[config.mk]
export PLATFORM = sky130hd
export DESIGN_NAME = mips_mc_control_flat
export DESIGN_NICKNAME = d
export VERILOG_FILES = /design/src/rtl/mips_mc_if.sv /design/src/rtl/mips_mc_control.sv /design/src/flat_wrapper.sv
export SDC_FILE = /design/constraint.sdc
export NUM_CORES = 1
export LEC_CHECK = 0
export CAP_MARGIN = 20
export CELL_PAD_IN_SITES_DETAIL_PLACEMENT = 2
export CELL_PAD_IN_SITES_GLOBAL_PLACEMENT = 2
export CORE_MARGIN = 2
export CORE_UTILIZATION = 28
export DETAILED_ROUTE_END_ITERATION = 12
export DONT_BUFFER_PORTS = 1
export HOLD_SLACK_MARGIN = 0.08
export PLACE_DENSITY = 0.81
export SKIP_CTS_REPAIR_TIMING = 1
export SLEW_MARGIN = 20
export SYNTH_ARGS = -nofsm -noshare
export SYNTH_HDL_FRONTEND = slang
export SYNTH_SLANG_ARGS = --single-unit
[constraint.sdc]
create_clock -name clk -period 1.5 [get_ports clk]
set_clock_uncertainty 0.15 [all_clocks]
set_input_delay 0.15 -clock clk [delete_from_list [all_inputs] [get_ports clk]]
set_output_delay 0.15 -clock clk [all_outputs]
set_load 0.01 [all_outputs]
[src/rtl/mips_mc_if.sv]
// ---------------------------------------------------------------------------
// mips_mc_if
//
// Bundles the signals between the multi-cycle MIPS control FSM and the
// datapath / unified memory it steers.
//
//   master (control FSM) : receives op, zero
//                          drives mem_we, iord, ir_write, pc_en, pc_src,
//                          reg_write, reg_dst, mem_to_reg, alu_src_a,
//                          alu_src_b, alu_op, illegal, state
//   slave  (datapath)    : the mirror image of master
// ---------------------------------------------------------------------------
interface mips_mc_if;
    logic [5:0] op;          // instr[31:26] from the instruction register
    logic       zero;        // ALU zero flag
    logic       mem_we;      // unified memory write enable
    logic       iord;        // memory address select: 0 = PC, 1 = ALUOut
    logic       ir_write;    // instruction register load strobe
    logic       pc_en;       // PC load enable
    logic [1:0] pc_src;      // 00 ALU result, 01 ALUOut, 10 jump target
    logic       reg_write;   // register-file write enable
    logic       reg_dst;     // 0 = rt, 1 = rd
    logic       mem_to_reg;  // 0 = ALUOut, 1 = memory data register
    logic       alu_src_a;   // 0 = PC, 1 = register A
    logic [1:0] alu_src_b;   // 00 B, 01 const 4, 10 sext imm, 11 sext imm << 2
    logic [1:0] alu_op;      // 00 add, 01 sub, 10 decode funct
    logic       illegal;     // one-cycle pulse in DECODE on unsupported op
    logic [3:0] state;       // current state encoding, for debug

    modport master (
        input  op, zero,
        output mem_we, iord, ir_write, pc_en, pc_src, reg_write, reg_dst,
               mem_to_reg, alu_src_a, alu_src_b, alu_op, illegal, state
    );

    modport slave (
        output op, zero,
        input  mem_we, iord, ir_write, pc_en, pc_src, reg_write, reg_dst,
               mem_to_reg, alu_src_a, alu_src_b, alu_op, illegal, state
    );
endinterface

[src/rtl/mips_mc_control.sv]
// ---------------------------------------------------------------------------
// mips_mc_control
//
// Main control FSM of the multi-cycle MIPS datapath. Every instruction is
// walked through fetch / decode / execute / memory / writeback states; the
// datapath and memory controls are Moore-decoded from the state register and
// the memory wait counter (pc_en additionally folds in the ALU zero flag).
//
// Ports:
//   clk    : system clock, rising edge
//   reset  : synchronous, active-high; forces FETCH and zeroes every output
//            while asserted (an in-flight MEMWRITE is aborted with no write)
//   bus    : mips_mc_if.master -- op/zero in, all control strobes out
//
// Parameters:
//   MEM_WAIT : extra stall cycles in each memory-access state
//              (FETCH, MEMREAD, MEMWRITE), 0..15
//
// Build option:
//   MIPS_MC_BNE_EN : when defined, opcode 000101 (bne) is supported and
//                    shares the BRANCH state with beq using an inverted
//                    zero test; when undefined, 000101 decodes as illegal.
// ---------------------------------------------------------------------------
module mips_mc_control #(
    parameter int unsigned MEM_WAIT = 0
) (
    input  logic       clk,
    input  logic       reset,
    mips_mc_if.master  bus
);

    typedef enum logic [3:0] {
        FETCH    = 4'd0,
        DECODE   = 4'd1,
        MEMADR   = 4'd2,
        MEMREAD  = 4'd3,
        MEMWB    = 4'd4,
        MEMWRITE = 4'd5,
        EXECUTE  = 4'd6,
        ALUWB    = 4'd7,
        BRANCH   = 4'd8,
        ADDIEX   = 4'd9,
        ADDIWB   = 4'd10,
        JUMP     = 4'd11
    } state_t;

    localparam logic [5:0] OP_RTYPE = 6'b000000;
    localparam logic [5:0] OP_J     = 6'b000010;
    localparam logic [5:0] OP_BEQ   = 6'b000100;
    localparam logic [5:0] OP_BNE   = 6'b000101;
    localparam logic [5:0] OP_ADDI  = 6'b001000;
    localparam logic [5:0] OP_LW    = 6'b100011;
    localparam logic [5:0] OP_SW    = 6'b101011;

    localparam logic [3:0] WAIT_LAST = 4'(MEM_WAIT);

    // Control word produced by the state decoder. pc_write and branch are
    // internal and are merged into pc_en below.
    typedef struct packed {
        logic       mem_we;
        logic       iord;
        logic       ir_write;
        logic       pc_write;
        logic       branch;
        logic [1:0] pc_src;
        logic       reg_write;
        logic       reg_dst;
        logic       mem_to_reg;
        logic       alu_src_a;
        logic [1:0] alu_src_b;
        logic [1:0] alu_op;
        logic       illegal;
    } ctl_t;

    state_t     state_q, state_d;
    logic [3:0] wait_q, wait_d;
    ctl_t       ctl;
    logic       access_done;
    logic       branch_cond;

    // A memory-access state finishes once the counter has reached MEM_WAIT.
    assign access_done = (wait_q == WAIT_LAST);

    // NOTE: sequential state uses non-blocking assignments so every register
    // samples the pre-edge values of the others, independent of block order.
    always_ff @(posedge clk) begin
        if (reset) begin
            state_q <= FETCH;
            wait_q  <= '0;
        end else begin
            state_q <= state_d;
            wait_q  <= wait_d;
        end
    end

`ifdef MIPS_MC_BNE_EN
    // Remembers whether the branch being executed is bne. The IR is stable
    // in DECODE, so this is the single place the opcode is captured.
    logic bne_q;

    always_ff @(posedge clk) begin
        if (reset) begin
            bne_q <= 1'b0;
        end else if (state_q == DECODE) begin
            bne_q <= (bus.op == OP_BNE);
        end
    end

    assign branch_cond = bne_q ? ~bus.zero : bus.zero;
`else
    assign branch_cond = bus.zero;
`endif

    // NOTE: every signal written here gets a default first, so no path can
    // leave one unassigned and infer a latch.
    always_comb begin
        state_d = state_q;
        wait_d  = '0;          // leaving a state always clears the counter
        ctl     = '0;

        case (state_q)
            FETCH: begin
                ctl.alu_src_b = 2'b01;
                if (access_done) begin
                    ctl.ir_write = 1'b1;
                    ctl.pc_write = 1'b1;
                    state_d      = DECODE;
                end else begin
                    wait_d = wait_q + 4'd1;
                end
            end

            DECODE: begin
                ctl.alu_src_b = 2'b11;
                case (bus.op)
                    OP_LW, OP_SW: state_d = MEMADR;
                    OP_RTYPE:     state_d = EXECUTE;
                    OP_BEQ:       state_d = BRANCH;
`ifdef MIPS_MC_BNE_EN
                    OP_BNE:       state_d = BRANCH;
`endif
                    OP_ADDI:      state_d = ADDIEX;
                    OP_J:         state_d = JUMP;
                    default: begin
                        ctl.illegal = 1'b1;
                        state_d     = FETCH;
                    end
                endcase
            end

            MEMADR: begin
                ctl.alu_src_a = 1'b1;
                ctl.alu_src_b = 2'b10;
                state_d       = (bus.op == OP_SW) ? MEMWRITE : MEMREAD;
            end

            MEMREAD: begin
                ctl.iord = 1'b1;
                if (access_done) begin
                    state_d = MEMWB;
                end else begin
                    wait_d = wait_q + 4'd1;
                end
            end

            MEMWB: begin
                ctl.reg_write  = 1'b1;
                ctl.mem_to_reg = 1'b1;
                state_d        = FETCH;
            end

            MEMWRITE: begin
                ctl.iord = 1'b1;
                // Single write pulse on the final cycle of the access.
                if (access_done) begin
                    ctl.mem_we = 1'b1;
                    state_d    = FETCH;
                end else begin
                    wait_d = wait_q + 4'd1;
                end
            end

            EXECUTE: begin
                ctl.alu_src_a = 1'b1;
                ctl.alu_op    = 2'b10;
                state_d       = ALUWB;
            end

            ALUWB: begin
                ctl.reg_write = 1'b1;
                ctl.reg_dst   = 1'b1;
                state_d       = FETCH;
            end

            BRANCH: begin
                ctl.alu_src_a = 1'b1;
                ctl.alu_op    = 2'b01;
                ctl.pc_src    = 2'b01;
                ctl.branch    = 1'b1;
                state_d       = FETCH;
            end

            ADDIEX: begin
                ctl.alu_src_a = 1'b1;
                ctl.alu_src_b = 2'b10;
                state_d       = ADDIWB;
            end

            ADDIWB: begin
                ctl.reg_write = 1'b1;
                state_d       = FETCH;
            end

            JUMP: begin
                ctl.pc_src   = 2'b10;
                ctl.pc_write = 1'b1;
                state_d      = FETCH;
            end

            default: state_d = FETCH;   // codes 12..15 recover to FETCH
        endcase
    end

    // Outputs are forced low while reset is held, so a MEMWRITE caught by
    // reset never produces a write strobe.
    assign bus.mem_we     = ~reset & ctl.mem_we;
    assign bus.iord       = ~reset & ctl.iord;
    assign bus.ir_write   = ~reset & ctl.ir_write;
    assign bus.pc_en      = ~reset & (ctl.pc_write | (ctl.branch & branch_cond));
    assign bus.pc_src     = reset ? 2'b00 : ctl.pc_src;
    assign bus.reg_write  = ~reset & ctl.reg_write;
    assign bus.reg_dst    = ~reset & ctl.reg_dst;
    assign bus.mem_to_reg = ~reset & ctl.mem_to_reg;
    assign bus.alu_src_a  = ~reset & ctl.alu_src_a;
    assign bus.alu_src_b  = reset ? 2'b00 : ctl.alu_src_b;
    assign bus.alu_op     = reset ? 2'b00 : ctl.alu_op;
    assign bus.illegal    = ~reset & ctl.illegal;
    assign bus.state      = reset ? 4'd0 : state_q;

endmodule

[src/flat_wrapper.sv]
// flat-port wrapper written by rule: the top's interface ports become plain ports
module mips_mc_control_flat 
#(
    parameter int unsigned MEM_WAIT = 0
)
  (clk, reset, bus_op, bus_zero, bus_mem_we, bus_iord, bus_ir_write, bus_pc_en, bus_pc_src, bus_reg_write, bus_reg_dst, bus_mem_to_reg, bus_alu_src_a, bus_alu_src_b, bus_alu_op, bus_illegal, bus_state);
  mips_mc_if bus_i ();
  input  logic clk;
  input  logic reset;
  input wire logic [$bits(bus_i.op)-1:0] bus_op;
  input wire logic [$bits(bus_i.zero)-1:0] bus_zero;
  output wire logic [$bits(bus_i.mem_we)-1:0] bus_mem_we;
  output wire logic [$bits(bus_i.iord)-1:0] bus_iord;
  output wire logic [$bits(bus_i.ir_write)-1:0] bus_ir_write;
  output wire logic [$bits(bus_i.pc_en)-1:0] bus_pc_en;
  output wire logic [$bits(bus_i.pc_src)-1:0] bus_pc_src;
  output wire logic [$bits(bus_i.reg_write)-1:0] bus_reg_write;
  output wire logic [$bits(bus_i.reg_dst)-1:0] bus_reg_dst;
  output wire logic [$bits(bus_i.mem_to_reg)-1:0] bus_mem_to_reg;
  output wire logic [$bits(bus_i.alu_src_a)-1:0] bus_alu_src_a;
  output wire logic [$bits(bus_i.alu_src_b)-1:0] bus_alu_src_b;
  output wire logic [$bits(bus_i.alu_op)-1:0] bus_alu_op;
  output wire logic [$bits(bus_i.illegal)-1:0] bus_illegal;
  output wire logic [$bits(bus_i.state)-1:0] bus_state;
  assign bus_i.op = bus_op;
  assign bus_i.zero = bus_zero;
  assign bus_mem_we = bus_i.mem_we;
  assign bus_iord = bus_i.iord;
  assign bus_ir_write = bus_i.ir_write;
  assign bus_pc_en = bus_i.pc_en;
  assign bus_pc_src = bus_i.pc_src;
  assign bus_reg_write = bus_i.reg_write;
  assign bus_reg_dst = bus_i.reg_dst;
  assign bus_mem_to_reg = bus_i.mem_to_reg;
  assign bus_alu_src_a = bus_i.alu_src_a;
  assign bus_alu_src_b = bus_i.alu_src_b;
  assign bus_alu_op = bus_i.alu_op;
  assign bus_illegal = bus_i.illegal;
  assign bus_state = bus_i.state;
  mips_mc_control #(.MEM_WAIT(MEM_WAIT)) u_core (.clk(clk), .reset(reset), .bus(bus_i));
endmodule
==> qor.txt <==
Synth Cell Area -> 712 um^2
Mapped Avg Cell Area -> 7.12 um^2
Cells on Worst Hold Path -> 2
Critical path fanouts, max -> 4
Crit. End Element -> primary output
CP startpoint -> u_core.wait_q[1]
Share of cells above drive strength 1 -> 60.2%
H-Tree Level Count -> 1
Setup violators final -> 19
R2R Path End -> u_core.state_q[2]
Vias per cell -> 5.69
Post-DRT Antenna Nets -> 0
WL met2 -> 1890 um
# IOs -> 28
Synth area leaders -> dfxtp_1 (22%), nor2_1 (6.3%), nand2_1 (4.7%)
R2R setup slack -> -0.30 ns
DR top layer -> met4
I/O Buffers -> 0
Cell area after layout -> 0.00128 mm^2
DIE AREA -> 0.00296 mm^2
Synthesis Warnings -> 0
Maximum VDD drop -> 0.000487 V
Layout fillers -> 252
Final max-slew violation count -> 0
Crit path time final -> 1.89 ns
Clock tree buffer depth -> 2
Worst reg-to-reg path cell count -> 7
Vias in the first global route -> 843
Max Clk Rate -> 529 MHz
Relative slew margins -> 71.9%
Grt ovf -> 0
Synth area leader -> dfxtp_1
Vias post-DR -> 927
Remaining DRCs -> 0
Syn nets -> 111
Nets -> 146
Routability Congestion -> 0.760
HP Start -> bus_op[4]
Multi-input gate area -> 697 um^2
Drt pass-1 iters -> 4
Top FF cell, synth -> dfxtp_1
Clock latency at the later pin of the worst-skew pair -> 0.25 ns
Area Growth Syn to Fin -> 79.6%
WHS Endpoint -> u_core.state_q[3]
Largest net degree at the start of global routing -> 11
Final Util -> 52.6%
Routed WL -> 3790 um
Initial antenna violation count -> 0
Yosys reg bits -> 8
Crit start category -> register
First-pass GRT wire length -> 3930 um
Total CTS buffers -> 3
Dpl cell area -> 926 um^2
Worst r2r src -> u_core.wait_q[1]
HPWL Detailed -> 2100 um
Synth cell types -> 39
Final hold viol count -> 1
Crit path kind -> register to primary output
WL met1 -> 1680 um
Diode count -> 0
Die X -> 54.4 um
Clock-pin slew on the worst setup and hold paths -> 0.05 ns
Max-Cap Viols -> 0
Tot GR Track Use -> 18.5%
Met3 routed WL -> 149 um
Crit path required time -> 1.20 ns
Final Worst Setup Slack -> -0.389 ns
Die Y -> 54.4 um
Initial Util -> 29.3%
Sink Count -> 8
Violated checks -> hold timing, setup timing
Post-synth EDFFs -> 0
RSZ-0062 raised after global routing -> yes
Sequential-to-total area share from yosys stat -> 22.5%
Mapped Cells -> 100
FFs w/ async S/R, synth -> 0%
CTS tree -> done
# rows -> 18
Type of the worst min-delay path -> primary input to register
Leakage -> 0.513 nW
Hold slack -> -0.00701 ns
Arrival time at the worst endpoint -> 1.59 ns
DP Worst Slack -> -0.139 ns
Fin cells -> 163
Final Cycle Share -> 126%
DRT iter0 DRCs -> 8
Routed len/inst -> 23.3 um
CORE AREA -> 0.00243 mm^2
Status -> finished, violations left
Area share of the largest cell type after synthesis -> 22.5%
Placed Cells -> 149
Power Total -> 547 uW
Slew @ Worst Pin -> 0.416 ns
Root Buffer -> clkbuf_4
Power Density -> 428 mW/mm^2
Register area -> 178 um^2
[cells by family after synthesis]
logic type | synth area share, %
AO/OA/AOI/OAI | 21.1
AND/OR/NAND/NOR | 38.5
multiplexers | 1.41
adder cells (fa/ha/maj) | 3.51
flip-flops | 22.5
XOR/XNOR | 4.92
buffers and inverters | 8.08
[cell usage in the layout (no fill, tap or decap), types with 2 or more instances in the layout]
cell type  instances
inv_2              4
a21oi_4            2
dfxtp_4            4
dfxtp_1            2
dfxtp_2            2
clkbuf_4           3
or3_4              3
a21o_1             2
a211oi_2           2
nor4_1             2
nand2b_4           3
nand2_1            7
nor2_2             2
buf_6             11
nor2_4             3
o21ai_1            3
buf_4             23
nand2_4            2
nor2_1             8
nor2b_1            4
nor3_2             2
nand3_1            4
xor2_1             2
inv_1              2
[Yosys cell counts (2+ instances only)]
master,count
or3_1,4
dfxtp_1,8
a21oi_1,3
xor2_1,3
nand3_1,4
clkbuf_1,3
nor2b_1,4
nand2_1,9
nor3_1,3
nor4_1,4
nor2_1,12
nand2b_1,4
a211oi_1,3
ha_1,2
o21ai_1,4
a21boi_1,2
a21o_1,2
inv_2,2
inv_1,4
[routing by layer]
layer	up-vias	GRT usage (%)
met3	10	3.55
met2	29	33.5
li1	420	-
met4	0	6.25
met1	468	21.4
met5	-	0
[state kept, by name, summed over array words and instances (netlist names)]
name,count
u_core.state_q,4
u_core.wait_q,4
[metrics by stage]
step,hold slack [ns],setup TNS (ns)
finish,-0.00701,-2.94
global route,-0.00404,-4.10
CTS,-0.0141,-3.27
detailed placement,0.200,-0.357
global placement,0.202,-0.0845
floorplan,0.227,-0.00597
[where the power goes]
group	internal, mW	switching, mW	leakage (nW)	total, mW
registers	0.211	0.00766	0.0687	0.219
clock network	0.0913	0.0693	0.0138	0.161
logic	0.0879	0.0802	0.431	0.168
total	0.390	0.157	0.513	0.547
[worst max-delay path, stage by stage, from the launching register on]
cell     delay (ns)
dfxtp_2        0.32
inv_2          0.07
ha_4           0.14
or3b_4         0.43
o21ai_2        0.16
a31o_1         0.22
[worst max-delay path by stage]
stage | to | slack [ns] | cells past startpoint
floorplan | bus_mem_we | -0.006 | 4
global placement | u_core.state_q[2] | -0.03 | 6
detailed placement | u_core.state_q[2] | -0.14 | 6
CTS | bus_mem_we | -0.37 | 5
global route | bus_pc_en | -0.44 | 5
finish | bus_pc_en | -0.39 | 5
[final cells by class]
class                           instances  share of cell area, %
Inverter                                6                   1.76
Timing Repair Buffer                   36                   25.1
Multi-Input combinational cell         80                   54.5
Clock buffer                            3                   1.76
Sequential cell                         8                   13.9
Tap cell                               30                   2.94
Note: power is estimated with default switching activity, not from simulation.
